===== config.mk =====
export PLATFORM = sky130hd
export DESIGN_NAME = cc_mem_port_arbiter_flat
export DESIGN_NICKNAME = d
export VERILOG_FILES = /design/src/rtl/cc_mem_port_arbiter_if.sv /design/src/rtl/cc_mem_port_arbiter.sv /design/src/flat_wrapper.sv
export SDC_FILE = /design/constraint.sdc
export NUM_CORES = 1
export LEC_CHECK = 0
export CAP_MARGIN = 20
export CORE_MARGIN = 10
export CORE_UTILIZATION = 31
export CTS_BUF_LIST = sky130_fd_sc_hd__clkbuf_8
export DETAILED_ROUTE_END_ITERATION = 10
export PLACE_DENSITY = 0.84
export SKIP_LAST_GASP = 1
export SLEW_MARGIN = 20
export SYNTH_ARGS = -nofsm -noshare
export SYNTH_HDL_FRONTEND = slang
export SYNTH_SLANG_ARGS = --single-unit

===== constraint.sdc =====
create_clock -name clk -period 2.04 [get_ports clk]
set_input_delay 0.306 -clock clk [delete_from_list [all_inputs] [get_ports clk]]
set_output_delay 0.306 -clock clk [all_outputs]
set_load 0.005 [all_outputs]

===== src/rtl/cc_mem_port_arbiter_if.sv =====
// Bus bundle between the two cache refill engines, the arbiter and the memory bridge.
// slave is the arbiter's view; master is the environment (requesters plus memory) view.
interface cc_mem_port_arbiter_if #(
    parameter int ADDR_WIDTH = 32,
    parameter int DATA_WIDTH = 32
);
    logic                  i_req_valid;
    logic [ADDR_WIDTH-1:0] i_req_addr;
    logic                  i_req_ready;
    logic                  d_req_valid;
    logic [ADDR_WIDTH-1:0] d_req_addr;
    logic                  d_req_we;
    logic                  d_req_ready;
    logic [DATA_WIDTH-1:0] d_wdata;
    logic                  d_wready;
    logic                  d_wdone;
    logic [DATA_WIDTH-1:0] rsp_rdata;
    logic                  i_rvalid;
    logic                  d_rvalid;
    logic                  rsp_last;
    logic                  mem_req_valid;
    logic [ADDR_WIDTH-1:0] mem_req_addr;
    logic                  mem_req_we;
    logic                  mem_req_ready;
    logic [DATA_WIDTH-1:0] mem_wdata;
    logic                  mem_wvalid;
    logic                  mem_wready;
    logic [DATA_WIDTH-1:0] mem_rdata;
    logic                  mem_rvalid;
    logic                  mem_bvalid;

    modport slave (
        input  i_req_valid, i_req_addr, d_req_valid, d_req_addr, d_req_we, d_wdata,
               mem_req_ready, mem_wready, mem_rdata, mem_rvalid, mem_bvalid,
        output i_req_ready, d_req_ready, d_wready, d_wdone, rsp_rdata, i_rvalid,
               d_rvalid, rsp_last, mem_req_valid, mem_req_addr, mem_req_we,
               mem_wdata, mem_wvalid
    );

    modport master (
        output i_req_valid, i_req_addr, d_req_valid, d_req_addr, d_req_we, d_wdata,
               mem_req_ready, mem_wready, mem_rdata, mem_rvalid, mem_bvalid,
        input  i_req_ready, d_req_ready, d_wready, d_wdone, rsp_rdata, i_rvalid,
               d_rvalid, rsp_last, mem_req_valid, mem_req_addr, mem_req_we,
               mem_wdata, mem_wvalid
    );
endinterface


===== src/rtl/cc_mem_port_arbiter.sv =====
// Round-robin arbiter sharing one line-burst memory port between the I-cache refill
// engine and the D-cache refill/writeback engine.
module cc_mem_port_arbiter #(
    parameter int ADDR_WIDTH = 32,
    parameter int DATA_WIDTH = 32,
    parameter int LINE_WORDS = 4
) (
    input logic clk,
    input logic reset,
    cc_mem_port_arbiter_if.slave bus
);
    localparam int CNT_W = $clog2(LINE_WORDS);
    localparam int OFF_W = $clog2(LINE_WORDS * DATA_WIDTH / 8);
    localparam logic [ADDR_WIDTH-1:0] LINE_MASK = ADDR_WIDTH'((64'd1 << OFF_W) - 64'd1);
    localparam logic [CNT_W-1:0] LAST_BEAT = CNT_W'(LINE_WORDS - 1);

    typedef enum logic [2:0] {IDLE, ADDR, RDATA, WDATA, WRESP} state_t;

    state_t                state, state_nxt;
    logic [CNT_W-1:0]      beat_cnt;
    logic [ADDR_WIDTH-1:0] addr_q;
    logic                  we_q;
    logic                  owner_d;
    logic                  last_grant_d;
    logic                  grant_i, grant_d, beat_done;

    always_ff @(posedge clk) begin
        if (reset) state <= IDLE;
        else       state <= state_nxt;
    end

    // Outputs are forced low while reset is high so an aborted burst forwards nothing.
    always_comb begin
        state_nxt         = state;
        grant_i           = 1'b0;
        grant_d           = 1'b0;
        beat_done         = 1'b0;
        bus.i_req_ready   = 1'b0;
        bus.d_req_ready   = 1'b0;
        bus.d_wready      = 1'b0;
        bus.d_wdone       = 1'b0;
        bus.rsp_rdata     = '0;
        bus.i_rvalid      = 1'b0;
        bus.d_rvalid      = 1'b0;
        bus.rsp_last      = 1'b0;
        bus.mem_req_valid = 1'b0;
        bus.mem_req_addr  = '0;
        bus.mem_req_we    = 1'b0;
        bus.mem_wdata     = '0;
        bus.mem_wvalid    = 1'b0;
        if (!reset) begin
            case (state)
                IDLE: begin
                    if (bus.i_req_valid && (!bus.d_req_valid || last_grant_d)) grant_i = 1'b1;
                    else if (bus.d_req_valid)                                   grant_d = 1'b1;
                    bus.i_req_ready = grant_i;
                    bus.d_req_ready = grant_d;
                    if (grant_i || grant_d) state_nxt = ADDR;
                end
                ADDR: begin
                    bus.mem_req_valid = 1'b1;
                    bus.mem_req_addr  = addr_q & ~LINE_MASK;
                    bus.mem_req_we    = we_q;
                    if (bus.mem_req_ready) state_nxt = we_q ? WDATA : RDATA;
                end
                RDATA: begin
                    if (bus.mem_rvalid) begin
                        bus.rsp_rdata = bus.mem_rdata;
                        bus.i_rvalid  = !owner_d;
                        bus.d_rvalid  = owner_d;
                        bus.rsp_last  = (beat_cnt == LAST_BEAT);
                        beat_done     = 1'b1;
                        if (beat_cnt == LAST_BEAT) state_nxt = IDLE;
                    end
                end
                WDATA: begin
                    bus.mem_wvalid = 1'b1;
                    bus.mem_wdata  = bus.d_wdata;
                    bus.d_wready   = bus.mem_wready;
                    if (bus.mem_wready) begin
                        beat_done = 1'b1;
                        if (beat_cnt == LAST_BEAT) state_nxt = WRESP;
                    end
                end
                WRESP: begin
                    if (bus.mem_bvalid) begin
                        bus.d_wdone = 1'b1;
                        state_nxt   = IDLE;
                    end
                end
                default: state_nxt = IDLE;
            endcase
        end
    end

    always_ff @(posedge clk) begin
        if (reset) begin
            beat_cnt     <= '0;
            addr_q       <= '0;
            we_q         <= 1'b0;
            owner_d      <= 1'b0;
            last_grant_d <= 1'b1;
        end else begin
            if (grant_i) begin
                addr_q  <= bus.i_req_addr;
                we_q    <= 1'b0;
                owner_d <= 1'b0;
            end else if (grant_d) begin
                addr_q  <= bus.d_req_addr;
                we_q    <= bus.d_req_we;
                owner_d <= 1'b1;
            end
            if (beat_done) beat_cnt <= (beat_cnt == LAST_BEAT) ? '0 : beat_cnt + 1'b1;
            if (state == RDATA && beat_done && beat_cnt == LAST_BEAT) last_grant_d <= owner_d;
            if (state == WRESP && bus.mem_bvalid) last_grant_d <= 1'b1;
        end
    end
endmodule


===== src/flat_wrapper.sv =====
// flat-port wrapper written by rule: the top's interface ports become plain ports
module cc_mem_port_arbiter_flat 
#(
    parameter int ADDR_WIDTH = 32,
    parameter int DATA_WIDTH = 32,
    parameter int LINE_WORDS = 4
)
  (clk, reset, bus_i_req_valid, bus_i_req_addr, bus_d_req_valid, bus_d_req_addr, bus_d_req_we, bus_d_wdata, bus_mem_req_ready, bus_mem_wready, bus_mem_rdata, bus_mem_rvalid, bus_mem_bvalid, bus_i_req_ready, bus_d_req_ready, bus_d_wready, bus_d_wdone, bus_rsp_rdata, bus_i_rvalid, bus_d_rvalid, bus_rsp_last, bus_mem_req_valid, bus_mem_req_addr, bus_mem_req_we, bus_mem_wdata, bus_mem_wvalid);
  cc_mem_port_arbiter_if #(.ADDR_WIDTH(ADDR_WIDTH), .DATA_WIDTH(DATA_WIDTH)) bus_i ();
  input logic clk;
  input logic reset;
  input wire logic [$bits(bus_i.i_req_valid)-1:0] bus_i_req_valid;
  input wire logic [$bits(bus_i.i_req_addr)-1:0] bus_i_req_addr;
  input wire logic [$bits(bus_i.d_req_valid)-1:0] bus_d_req_valid;
  input wire logic [$bits(bus_i.d_req_addr)-1:0] bus_d_req_addr;
  input wire logic [$bits(bus_i.d_req_we)-1:0] bus_d_req_we;
  input wire logic [$bits(bus_i.d_wdata)-1:0] bus_d_wdata;
  input wire logic [$bits(bus_i.mem_req_ready)-1:0] bus_mem_req_ready;
  input wire logic [$bits(bus_i.mem_wready)-1:0] bus_mem_wready;
  input wire logic [$bits(bus_i.mem_rdata)-1:0] bus_mem_rdata;
  input wire logic [$bits(bus_i.mem_rvalid)-1:0] bus_mem_rvalid;
  input wire logic [$bits(bus_i.mem_bvalid)-1:0] bus_mem_bvalid;
  output wire logic [$bits(bus_i.i_req_ready)-1:0] bus_i_req_ready;
  output wire logic [$bits(bus_i.d_req_ready)-1:0] bus_d_req_ready;
  output wire logic [$bits(bus_i.d_wready)-1:0] bus_d_wready;
  output wire logic [$bits(bus_i.d_wdone)-1:0] bus_d_wdone;
  output wire logic [$bits(bus_i.rsp_rdata)-1:0] bus_rsp_rdata;
  output wire logic [$bits(bus_i.i_rvalid)-1:0] bus_i_rvalid;
  output wire logic [$bits(bus_i.d_rvalid)-1:0] bus_d_rvalid;
  output wire logic [$bits(bus_i.rsp_last)-1:0] bus_rsp_last;
  output wire logic [$bits(bus_i.mem_req_valid)-1:0] bus_mem_req_valid;
  output wire logic [$bits(bus_i.mem_req_addr)-1:0] bus_mem_req_addr;
  output wire logic [$bits(bus_i.mem_req_we)-1:0] bus_mem_req_we;
  output wire logic [$bits(bus_i.mem_wdata)-1:0] bus_mem_wdata;
  output wire logic [$bits(bus_i.mem_wvalid)-1:0] bus_mem_wvalid;
  assign bus_i.i_req_valid = bus_i_req_valid;
  assign bus_i.i_req_addr = bus_i_req_addr;
  assign bus_i.d_req_valid = bus_d_req_valid;
  assign bus_i.d_req_addr = bus_d_req_addr;
  assign bus_i.d_req_we = bus_d_req_we;
  assign bus_i.d_wdata = bus_d_wdata;
  assign bus_i.mem_req_ready = bus_mem_req_ready;
  assign bus_i.mem_wready = bus_mem_wready;
  assign bus_i.mem_rdata = bus_mem_rdata;
  assign bus_i.mem_rvalid = bus_mem_rvalid;
  assign bus_i.mem_bvalid = bus_mem_bvalid;
  assign bus_i_req_ready = bus_i.i_req_ready;
  assign bus_d_req_ready = bus_i.d_req_ready;
  assign bus_d_wready = bus_i.d_wready;
  assign bus_d_wdone = bus_i.d_wdone;
  assign bus_rsp_rdata = bus_i.rsp_rdata;
  assign bus_i_rvalid = bus_i.i_rvalid;
  assign bus_d_rvalid = bus_i.d_rvalid;
  assign bus_rsp_last = bus_i.rsp_last;
  assign bus_mem_req_valid = bus_i.mem_req_valid;
  assign bus_mem_req_addr = bus_i.mem_req_addr;
  assign bus_mem_req_we = bus_i.mem_req_we;
  assign bus_mem_wdata = bus_i.mem_wdata;
  assign bus_mem_wvalid = bus_i.mem_wvalid;
  cc_mem_port_arbiter #(.ADDR_WIDTH(ADDR_WIDTH), .DATA_WIDTH(DATA_WIDTH), .LINE_WORDS(LINE_WORDS)) u_core (.clk(clk), .reset(reset), .bus(bus_i));
endmodule

==> metrics <==
most frequent cells after synthesis and2_1, dfxtp_1, and3_1; Setup CP Type flop to primary output; status finished with violations; final hold vios 0; post-DP HPWL 9450 um; CTS buffer count 5; multi-input logic area 1650 um2; die area 11900 um2; Mean Syn Cell Area slightly above 8 um2; vias 3179; final setup margin -0.201 ns; Final Core Density 71.7%; IO buf count 230; Initial Utilization 31.8%; worst r2r src u_core.state[0]$_SDFFE_PP0P_; Max Freq around 450 MHz; CP max stage delay about 0.53 ns; unrepaired setup endpoints after global routing true; Antenna Cells 0; Sink Count 36; site row count 32; Nets 693; crit path launch u_core.state[2]$_SDFFE_PP0P_; fin crit period 2.24 ns; initial DRC count between 100 and 150; # fillers 576; root buf cell clkbuf_8; crit-path cells nor4bb_4, buf_4, clkbuf_16, and2_1, clkdlybuf4s50_1; hold wc startpoint u_core.addr_q[23]$_SDFFE_PP0P_; Die H 109 um; CTS tree yes; Worst VDD drop 434 uV; Post-synth EDFFs 0; Async SR Flop Fraction 0%; Reg clk slew, reported paths 0.08 ns; Core ar. a little under 8000 um2; Routed wire per std cell 20.0 um; failing checks setup timing; max_cap viols 0; synthesized flop and latch total 36; critical path's slowest cell clkdlybuf4s50_1; clk buf depth 2; GRT overflow 0; CP max FO 5; initial antenna violation count 0; vias per inst 4.83; clk_lat worst skew between 0.2 and 0.3 ns; WP data arrival 1.94 ns; post-synthesis sequential area ratio 29.3%; synthesized cell area roughly 2500 um2; Yosys top cell by area dfxtp_1; unique cell type count in the Yosys netlist 31; Power Density about 540 nW/um2; final setup vio count 23; I/O pin cnt 243; Setup crit end kind primary output; first-pass GRT wire length 17700 um; commonest register cell after synthesis dfxtp_1; fin crit share 110%; startpoint types flop; yosys synthesis warning count 0; global placement routability congestion 0.933; share of cells above drive strength 1 15.5%; Total GRT Usage between 10% and 20%; Synth Instances 304; DR DRC count 0; leakage power between 3 and 4 nW; Reg area 732 um2; fin. max-slew vios 0; Yosys top cell area share between 20% and 30%; largest net degree at the start of global routing 57; final WL 13100 um; H-tree depth 2; min-delay worst type flop to flop; Area contributors post-synth dfxtp_1, and2_1, mux2i_1; drt pass-1 iters 5; Clock Skew a little over 0.006 ns; CP required 1.73 ns; Cell Count, Final, Fillers Out 658; Placed Instances 624; Die Wd around 110 um; vias in the first global route 3120; antenna-violating nets left 0; Area Growth Syn to Fin 126%; cell with the most instances after synthesis and2_1
[what timing repair did]
action	4_1_cts	5_1_grt
pin swaps	1	2
endpoints found under the hold margin	0	0
setup endpoints to repair	102	75
hold buffers	0	0
cloned	6	3
setup buffers	8	11
resized for setup	54	109
[worst paths after layout]
check / slack, ns / depth (start not counted) / to
hold / removal: 0.48 / 2 / u_core.addr_q[23]$_SDFFE_PP0P_
setup / recovery: -0.20 / 5 / bus_mem_wdata[8]
hold reg to reg: 0.48 / 2 / u_core.addr_q[23]$_SDFFE_PP0P_
setup reg to reg: 0.11 / 10 / u_core.beat_cnt[1]$_SDFFE_PP0P_
[placed cells by master (no fill, tap or decap), types with 3 or more instances in the layout]
cell type        netlist  layout
a21oi_1                3       3
and2_1                62      58
and2_4                 0       4
and3_1                34      33
buf_12                 0       5
buf_4                  4      26
buf_6                  1      12
clkbuf_16              0       3
clkbuf_2               0       7
clkbuf_8               0       5
clkdlybuf4s50_1        0     129
conb_1                 1       4
dfxtp_1               36      33
dfxtp_4                0       3
dlygate4sd2_1          0      27
dlymetal6s2s_1         0      61
inv_1                  4       4
mux2i_1               30      30
nand2_1                5       5
nand2b_1               4       3
nand3_1                6       6
nand3b_1              26      26
nor2_1                 9       8
o21ai_0               29      29
[power breakdown]
group / total (W) / switching (W) / leakage [nW] / internal (W)
sequential: 0.000992 / 0.000108 / 0.299 / 0.000884
clock: 0.000647 / 0.000285 / 0.0541 / 0.000362
combinational: 0.00133 / 0.000550 / 3.22 / 0.000782
[routing by layer]
metal | global-route usage [%] | share of wire, % | vias up
li1 | - | - | 1536
met1 | 19.4 | 37 | 1481
met2 | 35.7 | 53 | 145
met3 | 6.49 | 8.1 | 17
met4 | 4.05 | 1.4 | 0
met5 | 0 | 0 | -
[logic make-up after synthesis]
group	count (synthesis)	synth area share (%)
multiplexers	32	13.4
buffers and inverters	37	6.93
flip-flops	36	29.3
adder cells (fa/ha/maj)	1	0.509
AND/OR/NAND/NOR	158	40.4
other	1	0.153
AO/OA/AOI/OAI	39	9.17
[critical path: cells and delay by family (launching register included)]
kind | cells | cell delay [ns]
flip-flops | 1 | 0.37
AND/OR/NAND/NOR | 2 | 0.43
buffers and inverters | 3 | 0.84
[sequential cells by signal (all words and copies together) (netlist names)]
name                 cells
u_core.beat_cnt          2
u_core.last_grant_d      1
u_core.we_q              1
u_core.addr_q           28
u_core.state             3
u_core.owner_d           1
[final cells by class]
| class | instances | share of cell area [%] |
|---|---|---|
| clock inverters | 3 | 0.767 |
| multi-input cells | 234 | 29.8 |
| inverters | 4 | 0.271 |
| repair buffers | 274 | 52.4 |
| clock buffers | 5 | 1.24 |
| flip-flops and latches | 36 | 13.2 |
| well taps | 102 | 2.30 |
[stage by stage]
stage          cell area [um2]  hold slack, ns  TNS [ns]  worst slack (ns)  power (W)
2_1_floorplan             2470           0.435         0             0.462    0.00149
3_3_place_gp              4970           0.449    -28.42            -0.321    0.00210
3_5_place_dp              4970           0.466    -31.41            -0.366    0.00213
4_1_cts                   5270           0.483    -13.67            -0.251    0.00290
5_1_grt                   5540           0.513     -2.18            -0.253    0.00314
6_report                  5540           0.478    -0.945            -0.201    0.00297
Note: power is estimated with default switching activity, not from simulation.
